## src/rtl/fetch_unit.sv

```systemverilog
// fetch_unit: instruction fetch stage sitting directly in front of instr_mem.
// Owns the PC, drives the memory address, captures the returned instruction
// into a small FIFO fetch queue and hands {pc, instruction} to decode over a
// valid/ready handshake. A redirect from a later stage flushes the queue and
// reloads the PC.
// Optional build macro: FETCH_PERF_CNT_EN adds the stall_cycles counter/port.
module fetch_unit #(
    parameter int               Isize    = 32,
    parameter int               mem_size = 10,
    parameter int               FQ_DEPTH = 2,
    parameter logic [Isize-1:0] RESET_PC = '0
) (
    input  logic                      clock,
    input  logic                      nReset,
    output logic [Isize-1:0]          address,
    input  logic [Isize-1:0]          instruction,
    input  logic                      redirect_valid,
    input  logic [Isize-1:0]          redirect_pc,
    output logic                      dec_valid,
    input  logic                      dec_ready,
    output logic [Isize-1:0]          dec_instr,
    output logic [Isize-1:0]          dec_pc,
    output logic [$clog2(FQ_DEPTH):0] fq_count
`ifdef FETCH_PERF_CNT_EN
    ,
    output logic [31:0]               stall_cycles
`endif
);

    localparam int PW = $clog2(FQ_DEPTH);
    localparam int CW = PW + 1;
    localparam logic [CW-1:0] DEPTH_C = CW'(FQ_DEPTH);

    // The pointer arithmetic relies on natural wrap, so the depth must be a
    // power of two; mem_size is carried only for consistency with instr_mem.
    if (FQ_DEPTH < 2 || (FQ_DEPTH & (FQ_DEPTH - 1)) != 0 || mem_size < 1) begin : g_param_check
        $error("fetch_unit: FQ_DEPTH must be a power of two >= 2 and mem_size >= 1");
    end

    logic [Isize-1:0] pc_q,   pc_d;
    logic [PW-1:0]    wptr_q, wptr_d;
    logic [PW-1:0]    rptr_q, rptr_d;
    logic [CW-1:0]    cnt_q,  cnt_d;

    // Queue storage is pure data: it is never read unless the count says the
    // slot is live, so it carries no reset.
    logic [Isize-1:0] qpc_q    [FQ_DEPTH];
    logic [Isize-1:0] qinstr_q [FQ_DEPTH];

    logic pop;
    logic push;
    logic full;

    // The two alignment bits of a redirect target are deliberately dropped.
    logic unused_redirect_lsb;
    assign unused_redirect_lsb = ^redirect_pc[1:0];

    assign address   = pc_q;
    assign full      = (cnt_q == DEPTH_C);
    assign dec_valid = (cnt_q != '0);
    assign pop       = dec_valid & dec_ready;
    // A full queue can still accept when the head leaves in the same cycle.
    assign push      = ~redirect_valid & (~full | pop);

    // Head of queue goes straight to decode; forced to zero when nothing is
    // live so stale entries never leak out after a flush or reset.
    assign dec_pc    = dec_valid ? qpc_q[rptr_q]    : '0;
    assign dec_instr = dec_valid ? qinstr_q[rptr_q] : '0;
    assign fq_count  = cnt_q;

    // Next-state for PC, pointers and occupancy; redirect overrides everything.
    always_comb begin
        pc_d   = pc_q;
        wptr_d = wptr_q;
        rptr_d = rptr_q;
        cnt_d  = cnt_q;
        if (redirect_valid) begin
            pc_d   = {redirect_pc[Isize-1:2], 2'b00};
            wptr_d = '0;
            rptr_d = '0;
            cnt_d  = '0;
        end else begin
            if (push) begin
                wptr_d = wptr_q + PW'(1);
                pc_d   = pc_q + Isize'(4);
            end
            if (pop) begin
                rptr_d = rptr_q + PW'(1);
            end
            if (push && !pop) begin
                cnt_d = cnt_q + CW'(1);
            end else if (pop && !push) begin
                cnt_d = cnt_q - CW'(1);
            end
        end
    end

    // Control state: PC, read/write pointers and occupancy.
    always_ff @(posedge clock or negedge nReset) begin
        if (!nReset) begin
            pc_q   <= RESET_PC;
            wptr_q <= '0;
            rptr_q <= '0;
            cnt_q  <= '0;
        end else begin
            pc_q   <= pc_d;
            wptr_q <= wptr_d;
            rptr_q <= rptr_d;
            cnt_q  <= cnt_d;
        end
    end

    // Capture the instruction returned for the current PC into the tail slot.
    always_ff @(posedge clock) begin
        if (push) begin
            qpc_q[wptr_q]    <= pc_q;
            qinstr_q[wptr_q] <= instruction;
        end
    end

`ifdef FETCH_PERF_CNT_EN
    logic [31:0] stall_q, stall_d;

    // Count cycles where fetch is blocked only by decode back-pressure.
    always_comb begin
        stall_d = stall_q;
        if (!redirect_valid && full && !pop && (stall_q != 32'hFFFF_FFFF)) begin
            stall_d = stall_q + 32'd1;
        end
    end

    // Stall counter register, saturating.
    always_ff @(posedge clock or negedge nReset) begin
        if (!nReset) begin
            stall_q <= '0;
        end else begin
            stall_q <= stall_d;
        end
    end

    assign stall_cycles = stall_q;
`endif

endmodule

```

## config.mk

```make
export PLATFORM = sky130hd
export DESIGN_NAME = fetch_unit
export DESIGN_NICKNAME = d
export VERILOG_FILES = /design/src/rtl/fetch_unit.sv
export SDC_FILE = /design/constraint.sdc
export NUM_CORES = 1
export LEC_CHECK = 0
export CORE_MARGIN = 2
export CORE_UTILIZATION = 49
export DETAILED_ROUTE_END_ITERATION = 8
export GPL_ROUTABILITY_DRIVEN = 0
export PLACE_DENSITY = 0.89
export SLEW_MARGIN = 10
export SYNTH_ARGS = -nofsm -noshare
export SYNTH_HDL_FRONTEND = slang
export SYNTH_SLANG_ARGS = --single-unit
export TNS_END_PERCENT = 100
```

## constraint.sdc

```tcl
create_clock -name clock -period 7.34 [get_ports clock]
set_input_delay 1.835 -clock clock [delete_from_list [all_inputs] [get_ports clock]]
set_output_delay 1.835 -clock clock [all_outputs]
set_load 0.01 [all_outputs]
```

## Word level (Yosys, flattened, before mapping)

Memory sizes are Yosys's and may differ from the RTL's.
Cells that the tools add are included.

| cells by class | value |
|---|---|
| add/sub/neg operators | 5 |
| equal/unequal tests | 1 |
| multiplexer cells | 13 |
| bitwise operators | 5 |
| reduce and logical (&&, ||, !) cells | 8 |

Operator list:

| cell | number |
|---|---|
| two-way mux 32 bit | 4 |
| adder 32 x 3 -> 32 bit, second input constant | 1 |
| two-way mux 1 bit | 6 |
| two-way mux 2 bit | 3 |
| nonzero test 2 bit | 3 |
| nonzero test 3 bit | 1 |
| adder 1 bit, second input constant | 2 |
| adder 2 x 1 -> 2 bit, second input constant | 1 |
| AND 1 bit | 2 |
| equality test 2 bit, second input constant | 1 |
| logical AND 1 bit | 2 |
| zero test 1 bit | 2 |
| inverter 1 bit | 2 |
| subtractor 2 x 1 -> 2 bit, second input constant | 1 |
| bitwise OR 1 bit | 1 |

| storage, ports and cells | value |
|---|---|
| bits in registers | 36 |
| RAM bits | 128 |
| output and inout port bits | 99 |
| word-level logic and storage cells | 38 |
| memories | 2 |

Memories:

| memory | words | width | read ports | clocked after Yosys merged registers in | wr ports | line | RTL |
|---|---|---|---|---|---|---|---|
| qinstr_q | 2 | 32 | 1 | 0 | 1 | 48 | `logic [Isize-1:0] qinstr_q [FQ_DEPTH];` |
| qpc_q | 2 | 32 | 1 | 0 | 1 | 47 | `logic [Isize-1:0] qpc_q [FQ_DEPTH];` |

## Longest topological paths before layout

| depth | value |
|---|---|
| depth in word-level cells | 9 |
| gate-level depth with buffers | 5 |
| mapped depth without buffers | 5 |

## Least setup slack after synthesis

No wires, ideal clock.

| path | value |
|---|---|
| path type | in2reg |
| start point | input port redirect_valid |
| end point | memory qinstr_q[0][0] (enable) |
| arrival | 6,483 ps |
| path slack | 299 ps |
| cell stages on the path | 3 |
| cells stage by stage | clkbuf_1 -> clkbuf_1 -> nor3_1 |

| between the ends | value |
|---|---|
| word-level cells in the longest chain between the ends | 4 |

RTL lines:

| item | line | RTL |
|---|---|---|
| start: declaration | 17 | `input logic redirect_valid,` |
| inverter 1 bit | 63 | `assign push = ~redirect_valid & (~full \| pop);` |
| AND 1 bit | 63 |  |
| two-way mux 1 bit | 115 | `if (push) begin` |
| two-way mux 1 bit (not written as such) | 117 | `qinstr_q[wptr_q] <= instruction;` |
| end: declaration | 48 |  |

Every way passes these cells.

## Worst setup path in the final report

| path | value |
|---|---|
| start point | register rptr_q |
| end point | output port dec_pc[20] |

| between the ends | value |
|---|---|
| word-level cells in the longest chain between the ends | 2 |

RTL lines:

| item | line | RTL |
|---|---|---|
| start: declaration | 42 | `logic [PW-1:0] rptr_q, rptr_d;` |
| start signal: assignment | 108 | `rptr_q <= rptr_d;` |
| memory (2 x 32 bit) | n/a |  |
| two-way mux 32 bit | 67 | `assign dec_pc = dec_valid ? qpc_q[rptr_q] : '0;` |
| end: declaration | 22 | `output logic [Isize-1:0] dec_pc,` |

Every way passes these cells.

==> run_results.csv <==
group,metric,value,unit
status,status,"finished clean",
hold_path,min_path_type,"register to register",
timing,slew_headroom,24.37,%
cells_and_area,drive_above_1_share,7.175,%
worst_setup_path,worstSetupStartpointType,"register",
hold_path,holdCritStartpoint,"address[31]",
worst_setup_path,reg2regPathDepth,4,
clock_tree,postCtsHoldBufs,0,
worst_setup_path,worst_path_largest_cell_delay,1.14,ns
hold_path,holdPathEnd,"qpc_q[1][31]",
timing,fmax,226.2,MHz
timing,tns,0,ns
cells_and_area,finalNetCount,725,
pwr,p_total,2.420,mW
synth,syn_inst,494,
clock_tree,clock_latency,0.41,ns
global_routing,overflow,0,
detailed_routing,viasPerCell,5.501,
synth,synth_warnings,0,
timing,max_slew.worst_pin.slew,1.134,ns
worst_setup_path,path_cells,"mux2i_1, nor2_1, clkdlybuf4s50_1",
worst_setup_path,critPathKind,"register to primary output",
detailed_routing,wl,14990,um
cells_and_area,final_area,9030,sq um
pwr,switching_power,0.5967,mW
placed_design,postPlaceCellArea,8412,sq um
clock_tree,path_clk_slew,0.06,ns
pwr,ir_drop,0.1689,mV
cells_and_area,fin_cells,845,
clock_tree,cts_sinks,158,
pwr,p_int,1.823,mW
pwr,power_density,268.0,nW/um^2
placed_design,port_buffers,160,
placed_design,dpl.cell_count,813,
pwr,p_leak,3.142,nW
detailed_routing,wl_per_cell,17.74,um
worst_setup_path,cp_slowest_cell,"dfrtp_4",
worst_setup_path,critPathArrivalTime,2.59,ns
cells_and_area,fin_util,68.19,%
floorplan,placementRows,42,
run,cap_violations,0,
synth,synth_area_per_cell,13.42,sq um
detailed_routing,final_antenna_net_count,0,
synth,ys_ff_latch,158,
synth,ys_types,38,
cells_and_area,syn_to_final_growth,36.22,%
timing,min_period_over_period,60.22,%
pwr,pwr-share-comb,16.4,%
global_routing,grtUsageTotal,21.24,%
cells_and_area,n_antenna_cell,0,
worst_setup_path,critPathBufInv,1,
clock_tree,cts_made_buffers,17,
floorplan,die_w,120.3,um
floorplan,die_area,14470,sq um
pwr,clockPowerShare,37.1,%
global_routing,grt_pass1_vias,4662,
detailed_routing,vias,4648,
pwr,seqPwrFrac,46.5,%
worst_setup_path,crit_family,"flip-flops",
detailed_routing,firstDrtPassIters,5,
clock_tree,clockBufferDepth,2,
worst_setup_path,reg2reg_to,"address[29]",
floorplan,ios,167,
detailed_routing,drtIter0Drc,430,
clock_tree,cts-root-buf,"clkbuf_16",
clock_tree,tritoncts,"yes",
floorplan,core,13240,sq um
floorplan,initial_core_util,50.06,%
hold_path,whs_path_depth,0,
clock_tree,postCtsResizedCells,0,
synth,synth_area,6629,sq um
timing,grt_setup_unrepaired,"false",
pwr,swShare,24.66,%
worst_setup_path,setup.worst_path.end_class,"primary output",
cells_and_area,fillers,968,
clock_tree,cts_setup_buffers,0,
placed_design,hpwlAfterDp,9920,um
timing,period_needed,4.420,ns
timing,finalHoldViolations,0,
worst_setup_path,worstPathRequired,5.51,ns
synth,ys_seq_area_share,69.01,%
global_routing,grt_max_degree,64,
global_routing,grt_pass1_wl,23720,um
worst_setup_path,crit-reg2reg-launch,"address[10]",
worst_setup_path,r2r_slack,5.09,ns
global_routing,antenna_found_initial,0,
timing,skew,0.006404,ns
clock_tree,cts_max_level,4,
worst_setup_path,path_max_fanout,63,
floorplan,die_h,120.3,um
timing,drv_slew,0,
timing,setup_violations,0,
detailed_routing,drc,0,
[sequential cells by signal, summed over array words and instances (netlist names)]
register	flops
rptr_q	1
wptr_q	1
qinstr_q	64
fq_count	2
address	30
qpc_q	60
[stage by stage]
stage	hold WS (ns)	setup WS, ns
floorplan	0.5249	0.2989
global placement	0.5262	3.363
detailed placement	0.5399	3.277
CTS	0.5547	2.880
global route	0.5808	2.809
finish	0.5611	2.920
[cell usage in the layout, fill, tap and decap left out, types with 3 or more instances in the layout]
cell,synthesis,routed
clkdlybuf4s50_1,0,160
edfxtp_1,124,124
nor2_1,87,86
mux2i_1,63,63
dfrtp_1,34,33
nand2_1,28,28
a31oi_1,18,18
clkbuf_16,0,17
o21ai_0,15,15
or4_1,14,14
nand3_1,11,11
o31ai_1,11,11
buf_4,4,8
nand4_1,7,7
xnor2_1,7,7
inv_1,6,6
or3_1,6,6
and3_1,5,4
xor2_1,4,4
conb_1,1,4
clkinvlp_4,0,4
nor4_1,3,3
bufinv_16,0,3
[worst max-delay path by stage]
stage | startpoint | end | slack [ns] | depth (start not counted)
after CTS | rptr_q | dec_pc[20] | 2.88 | 3
after global placement | dec_ready | qinstr_q[1][16] | 3.36 | 4
after detailed placement | dec_ready | address[31] | 3.28 | 5
final | rptr_q | dec_pc[20] | 2.92 | 3
after floorplan | redirect_valid | qinstr_q[0][0] | 0.30 | 3
after global routing | rptr_q | dec_pc[28] | 2.81 | 3
[synth_stat cells]
master | number | area share, %
nor2b_1 | 1 | 0.094
inv_1 | 6 | 0.34
nand2_1 | 28 | 1.6
nor3b_2 | 1 | 0.19
mux2i_1 | 63 | 9.5
and4_1 | 2 | 0.26
nand4_2 | 1 | 0.19
o31ai_1 | 11 | 1.2
dfrtp_1 | 34 | 13
nand4_1 | 7 | 0.66
o21ai_0 | 15 | 1.1
a31oi_1 | 18 | 1.7
or4b_2 | 1 | 0.15
o211ai_1 | 1 | 0.11
buf_6 | 1 | 0.17
conb_1 | 1 | 0.057
buf_4 | 4 | 0.45
or4_4 | 1 | 0.17
and3_1 | 5 | 0.47
nor4_1 | 3 | 0.28
nor3_1 | 3 | 0.23
nand3_1 | 11 | 0.83
nand3b_1 | 1 | 0.11
or3_1 | 6 | 0.57
or3b_2 | 1 | 0.13
a31o_2 | 1 | 0.13
a311o_1 | 1 | 0.15
a211o_1 | 1 | 0.13
nand4b_1 | 1 | 0.13
ha_1 | 1 | 0.19
xor2_1 | 4 | 0.53
clkbuf_1 | 23 | 1.3
xnor2_1 | 7 | 0.92
or4_1 | 14 | 1.6
nor2_1 | 87 | 4.9
and2_1 | 2 | 0.19
a21oi_1 | 2 | 0.15
edfxtp_1 | 124 | 56
[per-layer routing]
metal	GRT usage, %	vias to the layer above	wire, um
li1	-	2164	-
met1	26.19	2272	6115
met2	36.40	191	7642
met3	5.330	21	1001
met4	7.776	0	234
met5	0	-	0
[power by group through the flow]
stage / combinational [mW] / sequential [mW] / clock, mW
after floorplan: 0.194 / 1.11 / 0
after global placement: 0.390 / 1.13 / 0
after detailed placement: 0.399 / 1.14 / 0
after CTS: 0.401 / 1.12 / 0.914
after global routing: 0.430 / 1.13 / 0.945
final: 0.397 / 1.12 / 0.899
[final cells by class]
cell class	count	area, sq um	area share (%)
multi-input cells	305	1929	21.37
flip-flops and latches	158	4578	50.70
clock buffers	21	460.4	5.099
inverters	6	22.52	0.2494
repair buffers	168	1662	18.40
well taps	176	220.2	2.439
clock inverters	11	157.7	1.746
[kinds of logic (layout without fill, tap and decap cells)]
family,Yosys count,count (layout),synth area share (%)
xor+xnor,11,11,1.453
fa+ha+maj,1,1,0.1887
mux,63,63,9.513
flops,158,158,69.01
buf+inv,34,206,2.265
compound gates,50,50,4.757
other cells,1,4,0.05657
simple gates,176,176,12.76
No activity file was read; power rests on OpenSTA's default activity.
==> patch (config.mk and constraints unchanged) <==
The option `FETCH_PERF_CNT_EN` is turned on by a define.
--- a/src/rtl/fetch_unit.sv
+++ b/src/rtl/fetch_unit.sv
@@ -6,2 +6,4 @@
 // Optional build macro: FETCH_PERF_CNT_EN adds the stall_cycles counter/port.
+`define FETCH_PERF_CNT_EN
+
 module fetch_unit #(
Function (old outputs only; new: stall_cycles): kept (Yosys induction, for registers that start in step).
==> patch against the original RTL <==
Worst setup slack got worse by 45 ps; final area rose by 19%; worst hold slack got worse by 55 ps; synthesized area rose by 22%; non-clock buffer count rose by 31; sequential cell count rose by 32; clock skew rose by 3.0 ps; wire length rose by 23%; total power rose by 8.7%; final cell count rose by 22%.
==> patch: results <==
[yosys]
synth.distinct_cells = 43
synth.top_cells.by_area = "edfxtp_1, dfrtp_1, mux2i_1"
async_reset_ff_share_pct = 34.74
synth_edf_count = 124
yosysSeqAreaShare_pct = 66.58
yosys_warnings = 0
yosys-top-cells-count = "edfxtp_1, nor2_1, dfrtp_1"

[cts]
post_cts_buffers = 0
clk_path_buf_depth = 2
clkLatencyLatePin_ps = 420
cts_max_level = 4
cts_resized = 0
cts-root-buf = "clkbuf_16"
cts_buffers = 17
clkTransAtPathRegs_ps = 70

[pwr]
vdd.ir_drop.worst_uv = 158.1
power_leakage_nw = 3.965

[worst_setup_path]
critPathArrivalTime_ps = 2630
worstPathMaxFanout = 39

[layout]
final_nets = 870
largest_register_ffs = 64
top_register = "qinstr_q"
layout-drive-gt1-share_pct = 6.888

[sta]
finClkSkew_ps = 9.433
worst_slew_pin_slew_ps = 1150

[placed_design]
dpl.hpwl_um = 12400
pre_cts_ws_ps = 3216
io_buffer_count = 192

[global_routing]
grt_first_pass_wirelength_um = 29050
antenna_found_initial = 1
grt_max_degree = 68
grt_pass1_vias = 5366
grt_usage_pct = 21.14

[routing]
first_pass_iters = 4
wl_per_cell_um = 17.88
dr.first_iter.drc_count = 316
vias_per_cell = 5.243

[worst_hold_path]
hold_path_class = "flip-flop to flip-flop"

[outcome]
outcome = "finished, final reports clean"
patch: cell count changes in the layout (fill, tap and decap cells not counted), moves of 20 or more:
cell,unedited run,this run
dfrtp_1,33,65
xnor2_1,7,27
nand4_1,7,27
xor2_1,4,35
nand2_1,28,56
clkdlybuf4s50_1,160,190
patch: layout make-up:
| class | count | area (µm²) |
|---|---|---|
| tap | 216 | 270.3 |
| antenna | 1 | 2.502 |
| multi-input combinational | 389 | 2580 |
| fill | 1168 | 5210 |
| timing repair buffer | 199 | 1964 |
| clock inverter | 14 | 153.9 |
| clock buffer | 18 | 429.2 |
| inverter | 3 | 11.26 |
| sequential | 190 | 5379 |
patch: power breakdown:
| part | internal (mW) | total [mW] | switching (mW) |
|---|---|---|---|
| Sequential | 1.23 | 1.31 | 0.0802 |
| Combinational | 0.228 | 0.415 | 0.188 |
| Clock | 0.509 | 0.902 | 0.393 |
| Total | 1.97 | 2.63 | 0.661 |
patch: metrics by stage:
stage / instances / util (%) / cell area, µm²
after global placement: 997 / 63.78 / 10200
after detailed placement: 997 / 63.78 / 10200
final: 1030 / 67.44 / 10790
after global routing: 1029 / 67.42 / 10790
after floorplan: 613 / - / 8089
after CTS: 1029 / 67.42 / 10790
patch: cell families after synthesis:
family	after synthesis	synth area share (%)
AO/OA/AOI/OAI	34	2.402
XOR/XNOR	62	6.727
adder cells (fa/ha/maj)	2	0.3099
buffers and inverters	34	1.891
flip-flops	190	66.58
multiplexers	65	8.090
other	1	0.04645
AND/OR/NAND/NOR	222	13.95
patch: metal layers:
| layer | global-route usage, % | up-vias | wire length (µm) |
|---|---|---|---|
| met3 | 7.382 | 7 | 1397 |
| met5 | 0 | - | 0 |
| met2 | 35.69 | 176 | 9101 |
| met1 | 26.64 | 2655 | 7834 |
| li1 | - | 2562 | - |
| met4 | 4.182 | 0 | 82 |
patch: final timing paths:
| check | slack [ps] | startpoint | cells after the start | end |
|---|---|---|---|---|
| worst max-delay path | 2870 | fq_count[0] | 4 | dec_pc[14] |
| worst min-delay path | 510 | stall_cycles[30] | 1 | stall_cycles[30] |
| worst max register to register | 5030 | stall_cycles[1] | 5 | stall_cycles[1] |
| worst min register to register | 510 | stall_cycles[30] | 1 | stall_cycles[30] |
| max in group asynchronous | 5090 | nReset | 2 | rptr_q |
| min in group asynchronous | 1590 | nReset | 2 | stall_cycles[22] |
patch: worst max-delay path: stages, from the launching register on:
cell	delay (ps)
dfrtp_1	490
nor2_4	550
buf_4	490
nor2_1	110
clkdlybuf4s50_1	540
